<file path="config.mk">
export PLATFORM = sky130hd
export DESIGN_NAME = binary_blitz_round
export DESIGN_NICKNAME = d
export VERILOG_FILES = /design/src/rtl/binary_blitz_round.sv
export SDC_FILE = /design/constraint.sdc
export NUM_CORES = 1
export LEC_CHECK = 0
export CAP_MARGIN = 10
export CORE_ASPECT_RATIO = 0.8
export CORE_MARGIN = 5
export CORE_UTILIZATION = 45
export DETAILED_ROUTE_END_ITERATION = 8
export DONT_BUFFER_PORTS = 1
export GPL_TIMING_DRIVEN = 0
export MAX_ROUTING_LAYER = met4
export PLACE_DENSITY = 0.62
export SLEW_MARGIN = 30
export SYNTH_ARGS = -nofsm -noshare
export SYNTH_HDL_FRONTEND = slang
export SYNTH_SLANG_ARGS = --single-unit
</file>
<file path="constraint.sdc">
create_clock -name clk -period 6.9 [get_ports clk]
set_input_delay 1.035 -clock clk [delete_from_list [all_inputs] [get_ports clk]]
set_output_delay 1.035 -clock clk [all_outputs]
set_load 0.01 [all_outputs]
</file>
<file path="src/rtl/binary_blitz_round.sv">
`default_nettype none
// ============================================================================
// Module   : binary_blitz_round
// Purpose  : Round controller for the binary-guessing game. Generates a
//            pseudo-random WIDTH-bit target from a Fibonacci LFSR, runs a
//            per-round seconds countdown, judges the player's answer when the
//            countdown expires, keeps score over ROUNDS rounds and drives a
//            square-wave correct/wrong tone on the speaker.
// Ports    : clk, rst        - clock, synchronous active-high reset
//            start           - one-cycle pulse, begins/restarts a game
//            answer          - player switch value (sampled in JUDGE only)
//            target          - current round target (0 when idle)
//            sec_left        - seconds remaining in the round
//            round_num       - current round 1..ROUNDS (0 when idle)
//            score           - correct answers this game
//            hit / miss      - one-cycle judgement pulses
//            speaker         - tone output
//            busy / done     - game in progress / game finished
// Options  : BLITZ_EARLY_SUBMIT_EN - when defined, a correct answer seen at
//            any cycle of SHOW ends the countdown early and scores a hit.
// Revision : 1.0 - initial release
// ============================================================================
module binary_blitz_round #(
  parameter int unsigned WIDTH       = 4,
  parameter int unsigned COUNT_SEC   = 3,
  parameter int unsigned ROUNDS      = 8,
  parameter int unsigned TICK_DIV    = 10000000,
  parameter int unsigned TONE_LEN    = 2000000,
  parameter int unsigned TONE_HI_DIV = 9551,
  parameter int unsigned TONE_LO_DIV = 14327
) (
  input  logic             clk,
  input  logic             rst,
  input  logic             start,
  input  logic [WIDTH-1:0] answer,
  output logic [WIDTH-1:0] target,
  output logic [3:0]       sec_left,
  output logic [3:0]       round_num,
  output logic [3:0]       score,
  output logic             hit,
  output logic             miss,
  output logic             speaker,
  output logic             busy,
  output logic             done
);

  // Counter widths; a parameter of 1 still needs a 1-bit counter.
  localparam int TICK_W  = (TICK_DIV > 1) ? $clog2(TICK_DIV) : 1;
  localparam int TONE_W  = (TONE_LEN > 1) ? $clog2(TONE_LEN) : 1;
  localparam int DIV_MAX = (TONE_HI_DIV > TONE_LO_DIV) ? TONE_HI_DIV : TONE_LO_DIV;
  localparam int DIV_W   = (DIV_MAX > 1) ? $clog2(DIV_MAX) : 1;

  localparam logic [TICK_W-1:0] TICK_LAST = TICK_W'(TICK_DIV - 1);
  localparam logic [TONE_W-1:0] TONE_LAST = TONE_W'(TONE_LEN - 1);
  localparam logic [DIV_W-1:0]  HI_LAST   = DIV_W'(TONE_HI_DIV - 1);
  localparam logic [DIV_W-1:0]  LO_LAST   = DIV_W'(TONE_LO_DIV - 1);
  localparam logic [3:0]        SEC_INIT  = 4'(COUNT_SEC);
  localparam logic [3:0]        LAST_RND  = 4'(ROUNDS);

  typedef enum logic [2:0] {
    S_IDLE  = 3'd0,
    S_SHOW  = 3'd1,
    S_JUDGE = 3'd2,
    S_TONE  = 3'd3,
    S_DONE  = 3'd4
  } state_t;

  state_t             state_q,    state_d;
  logic [WIDTH-1:0]   lfsr_q,     lfsr_d;
  logic [WIDTH-1:0]   target_q,   target_d;
  logic [3:0]         sec_q,      sec_d;
  logic [3:0]         round_q,    round_d;
  logic [3:0]         score_q,    score_d;
  logic               hit_q,      hit_d;
  logic               miss_q,     miss_d;
  logic               spk_q,      spk_d;
  logic [TICK_W-1:0]  tick_q,     tick_d;
  logic [TONE_W-1:0]  tone_q,     tone_d;
  logic [DIV_W-1:0]   div_q,      div_d;
  logic               tone_hi_q,  tone_hi_d;   // selects the correct-answer tone
  logic               early_q,    early_d;     // round ended by early submit

  // --------------------------------------------------------------------------
  // LFSR feedback: XOR of the maximal-length taps for the chosen width.
  // --------------------------------------------------------------------------
  logic             lfsr_fb;
  logic [WIDTH-1:0] lfsr_next;

  generate
    if (WIDTH == 4) begin : g_taps_w4
      assign lfsr_fb = lfsr_q[3] ^ lfsr_q[2];
    end else if (WIDTH == 5) begin : g_taps_w5
      assign lfsr_fb = lfsr_q[4] ^ lfsr_q[2];
    end else if (WIDTH == 6) begin : g_taps_w6
      assign lfsr_fb = lfsr_q[5] ^ lfsr_q[4];
    end else if (WIDTH == 7) begin : g_taps_w7
      assign lfsr_fb = lfsr_q[6] ^ lfsr_q[5];
    end else begin : g_taps_w8
      assign lfsr_fb = lfsr_q[7] ^ lfsr_q[5] ^ lfsr_q[4] ^ lfsr_q[3];
    end
  endgenerate

  assign lfsr_next = {lfsr_q[WIDTH-2:0], lfsr_fb};

  // --------------------------------------------------------------------------
  // Next-state logic
  // --------------------------------------------------------------------------
  always_comb begin
    state_d   = state_q;
    lfsr_d    = lfsr_q;
    target_d  = target_q;
    sec_d     = sec_q;
    round_d   = round_q;
    score_d   = score_q;
    hit_d     = 1'b0;
    miss_d    = 1'b0;
    spk_d     = spk_q;
    tick_d    = tick_q;
    tone_d    = tone_q;
    div_d     = div_q;
    tone_hi_d = tone_hi_q;
    early_d   = early_q;

    // The target is frozen while the player is looking at it, so the LFSR
    // only advances outside SHOW and JUDGE.
    if ((state_q == S_IDLE) || (state_q == S_TONE) || (state_q == S_DONE)) begin
      lfsr_d = lfsr_next;
    end

    case (state_q)
      S_IDLE, S_DONE: begin
        if (start) begin
          state_d  = S_SHOW;
          round_d  = 4'd1;
          score_d  = 4'd0;
          target_d = lfsr_q;
          sec_d    = SEC_INIT;
          tick_d   = '0;
          early_d  = 1'b0;
        end
      end

      S_SHOW: begin
`ifdef BLITZ_EARLY_SUBMIT_EN
        if (answer == target_q) begin
          // Countdown freezes; the judgement is forced to a hit.
          state_d = S_JUDGE;
          early_d = 1'b1;
        end else
`endif
        if (tick_q == TICK_LAST) begin
          tick_d = '0;
          sec_d  = sec_q - 4'd1;
          if (sec_q == 4'd1) begin
            state_d = S_JUDGE;
          end
        end else begin
          tick_d = tick_q + 1'b1;
        end
      end

      S_JUDGE: begin
        if (early_q || (answer == target_q)) begin
          hit_d     = 1'b1;
          tone_hi_d = 1'b1;
          if (score_q != 4'hF) begin
            score_d = score_q + 4'd1;
          end
        end else begin
          miss_d    = 1'b1;
          tone_hi_d = 1'b0;
        end
        early_d = 1'b0;
        state_d = S_TONE;
        tone_d  = '0;
        div_d   = '0;
        spk_d   = 1'b0;
      end

      S_TONE: begin
        if (tone_q == TONE_LAST) begin
          spk_d  = 1'b0;
          tone_d = '0;
          div_d  = '0;
          if (round_q == LAST_RND) begin
            state_d = S_DONE;
          end else begin
            state_d  = S_SHOW;
            round_d  = round_q + 4'd1;
            target_d = lfsr_q;
            sec_d    = SEC_INIT;
            tick_d   = '0;
          end
        end else begin
          tone_d = tone_q + 1'b1;
          if (div_q == (tone_hi_q ? HI_LAST : LO_LAST)) begin
            div_d = '0;
            spk_d = ~spk_q;
          end else begin
            div_d = div_q + 1'b1;
          end
        end
      end

      default: begin
        state_d = S_IDLE;
      end
    endcase
  end

  // --------------------------------------------------------------------------
  // State registers
  // --------------------------------------------------------------------------
  always_ff @(posedge clk) begin
    if (rst) begin
      state_q   <= S_IDLE;
      lfsr_q    <= WIDTH'(1);
      target_q  <= '0;
      sec_q     <= 4'd0;
      round_q   <= 4'd0;
      score_q   <= 4'd0;
      hit_q     <= 1'b0;
      miss_q    <= 1'b0;
      spk_q     <= 1'b0;
      tick_q    <= '0;
      tone_q    <= '0;
      div_q     <= '0;
      tone_hi_q <= 1'b0;
      early_q   <= 1'b0;
    end else begin
      state_q   <= state_d;
      lfsr_q    <= lfsr_d;
      target_q  <= target_d;
      sec_q     <= sec_d;
      round_q   <= round_d;
      score_q   <= score_d;
      hit_q     <= hit_d;
      miss_q    <= miss_d;
      spk_q     <= spk_d;
      tick_q    <= tick_d;
      tone_q    <= tone_d;
      div_q     <= div_d;
      tone_hi_q <= tone_hi_d;
      early_q   <= early_d;
    end
  end

  // --------------------------------------------------------------------------
  // Outputs
  // --------------------------------------------------------------------------
  assign target    = target_q;
  assign sec_left  = sec_q;
  assign round_num = round_q;
  assign score     = score_q;
  assign hit       = hit_q;
  assign miss      = miss_q;
  assign speaker   = spk_q;
  assign busy      = (state_q == S_SHOW) || (state_q == S_JUDGE) || (state_q == S_TONE);
  assign done      = (state_q == S_DONE);

endmodule
`default_nettype wire

</file>
==> results.yml <==
critical_path:
  required_ns: 7.15
  arrival_ns: 3.15
  slowest_delay_ns: 0.66
  critical_path_class: "reg -> reg"
  cp-start-kind: "flop"
  end_kind: "flop"
  critPathTopFamily: "compound AO/OA/AOI/OAI gates"
  crit_path_frequent_cell: "clkbuf_1"
  cp_max_fo: 10
  critPathSlowestCell: "a21oi_1"
  cp_num_buf_inv: 2
  cp_cell_sequence: "clkbuf_1 > nor2b_1 > nand2_1 > a21oi_1 > clkbuf_1 > o21ai_0 > a311oi_1"
finish:
  diodes: 0
  fin_nets: 576
  fillers: 993
  drive_gt1_share_pct: 5.49
  area_growth_syn_to_layout_pct: 10.1
  design_area_um2: 4920
  stdcell_count: 701
  finish.utilization_pct: 50.8
timing:
  tns_ns: 0
  fin_skew_ns: 0.00789
  fin_crit_sh_pct: 42.1
  slew_viol_final: 0
  tightest_slew_ns: 0.891
  finalSetupViolCount: 0
  rsz0062_at_grt: "no"
  period_minus_slack_ns: 2.90
  hold_viol: 0
  setup_slack_ns: 4.00
  slew_headroom_pct: 40.1
  fmax_ghz: 0.344
  hold_slack_ns: 0.486
clock_network:
  cts-root-buf: "clkbuf_16"
  cts_resized: 0
  clockBufferDepth: 2
  clock_latency_ns: 0.34
  post_cts_buffers: 0
  clkTransAtPathRegs_ns: 0.07
  cts_hold_buf: 0
  numCtsBuffers: 9
  htree_levels: 3
  cts.sinks: 86
  cts_tree: "built"
drt:
  wl_per_cell_um: 17.2
  detail_route.iter0.violations: 321
  post-route-drc-count: 0
  viasPerCell: 6.13
  ant_nets: 0
  met1_length_um: 5920
  via_count: 4296
  drtPass1Iterations: 5
  highest_layer: "met4"
  wl_um: 12100
  wl_met3_um: 604
  wl_met2_um: 5430
die:
  ios: 28
  die_area_um2: 12000
  die_y_um: 99.1
  core_um2: 9690
  rows: 32
  chipWidth_um: 121
  initial_core_util_pct: 46.1
logic_synthesis:
  synth_cells: 549
  synth_top_flop_cell: "dfxtp_1"
  synth_seq_cells: 86
  syn_avg_cell_area_um2: 8.14
  netlist_top_cells_count: "dfxtp_1 (86), nand2_1 (52), a21oi_1 (51), nor2_1 (36), o21ai_0 (31)"
  yosysMostFrequentCell: "dfxtp_1"
  synth-edff-count: 0
  yosysSeqAreaShare_pct: 38.5
  yosysTopAreaCell: "dfxtp_1"
  synthArstFlopShare_pct: 0
  synth_area_um2: 4470
  synth-warning-count: 0
  synth_top_area_share_pct: 38.5
  synth_area_leaders: "dfxtp_1 (39%), a21oi_1 (5.7%), nand2_1 (4.4%), a311oi_1 (3.7%), o21ai_0 (3.5%)"
  synthDistinctLibCells: 54
  syn_nets: 565
placement:
  dp_cells: 685
  hpwl_um: 8460
  routabilityCongestion: 0.878
  place_area_um2: 4640
  portBuffers: 0
  dp_slack_ns: 4.08
global_route:
  first_global_vias: 4005
  grt_overflow: 0
  grt_usage_pct: 20.9
  grt_max_degree: 17
  grt_first_pass_wirelength_um: 20100
  antenna_found_initial: 0
min_path:
  hold_class: "reg -> reg"
pwr:
  finalPower_mw: 1.04
  power.density_nw_per_um2: 212
  ir_worst_vdd_v: 0.000135
  leakage_nw: 1.48
run_status:
  outcome: "completed"
job:
  drv_cap: 0
placed cells by master, fill, tap and decap left out, types with 13 or more instances in the layout:
master / count
a311oi_1: 19
or4_1: 13
nor3_1: 28
a21oi_1: 51
or3_1: 14
clkbuf_1: 24
nand2_1: 52
nand3_1: 26
dfxtp_1: 86
nor2_1: 36
nand4_1: 18
o21ai_0: 31
flip-flops by register name (all words and copies together) (netlist names):
| register | count |
|---|---|
| target | 4 |
| tone_q | 21 |
| tone_hi_q | 1 |
| hit | 1 |
| speaker | 1 |
| tick_q | 24 |
| lfsr_q | 4 |
| div_q | 14 |
| score | 4 |
| round_num | 4 |
| miss | 1 |
| state_q | 3 |
| sec_left | 4 |
final cells by class:
type | instances | area, µm² | area share, %
clock inverter | 7 | 57.6 | 1.17
tap | 136 | 170 | 3.46
inverter | 9 | 33.8 | 0.687
sequential | 86 | 1720 | 35.0
buffer | 28 | 110 | 2.24
clock buffer | 9 | 225 | 4.58
multi-input combinational | 426 | 2600 | 52.9
logic make-up (layout without fill, tap and decap cells):
logic type                 count (synthesis)  in the layout  share of synthesized area [%]
muxes                                      4              4                          0.896
AOI/OAI and AO/OA                        147            147                           20.9
xor gates and xnor gates                  17             17                           3.33
and+or+nand+nor                          249            249                           30.6
buffers and inverters                     37             53                           3.22
adders and majority gates                  9              9                           2.52
DFF                                       86             86                           38.5
worst register-to-register path: cells and delay by family (launching register included):
kind | cells | cell delay (ns)
simple gates | 2 | 0.64
buf+inv | 2 | 0.71
flops | 1 | 0.32
compound gates | 3 | 1.15
layer usage:
layer / GRT usage (%) / vias up
met5: - / -
met4: 5.68 / 0
met3: 4.04 / 12
met2: 32.3 / 122
met1: 28.0 / 2057
li1: - / 2105
path summary, 6_finish.rpt:
kind	endpoint	startpoint	slack (ns)	depth (start not counted)
worst min-delay path	tick_q[23]	tick_q[23]	0.49	2
worst max register to register	tone_q[19]	state_q[2]	4.00	7
worst max-delay path	tone_q[19]	state_q[2]	4.00	7
worst min register to register	tick_q[23]	tick_q[23]	0.49	2
power breakdown:
part / switching [mW] / internal [mW]
clock: 0.219 / 0.248
combinational: 0.0453 / 0.0183
sequential: 0.00887 / 0.503
total: 0.273 / 0.769
No activity file was read; power rests on OpenSTA's default activity.
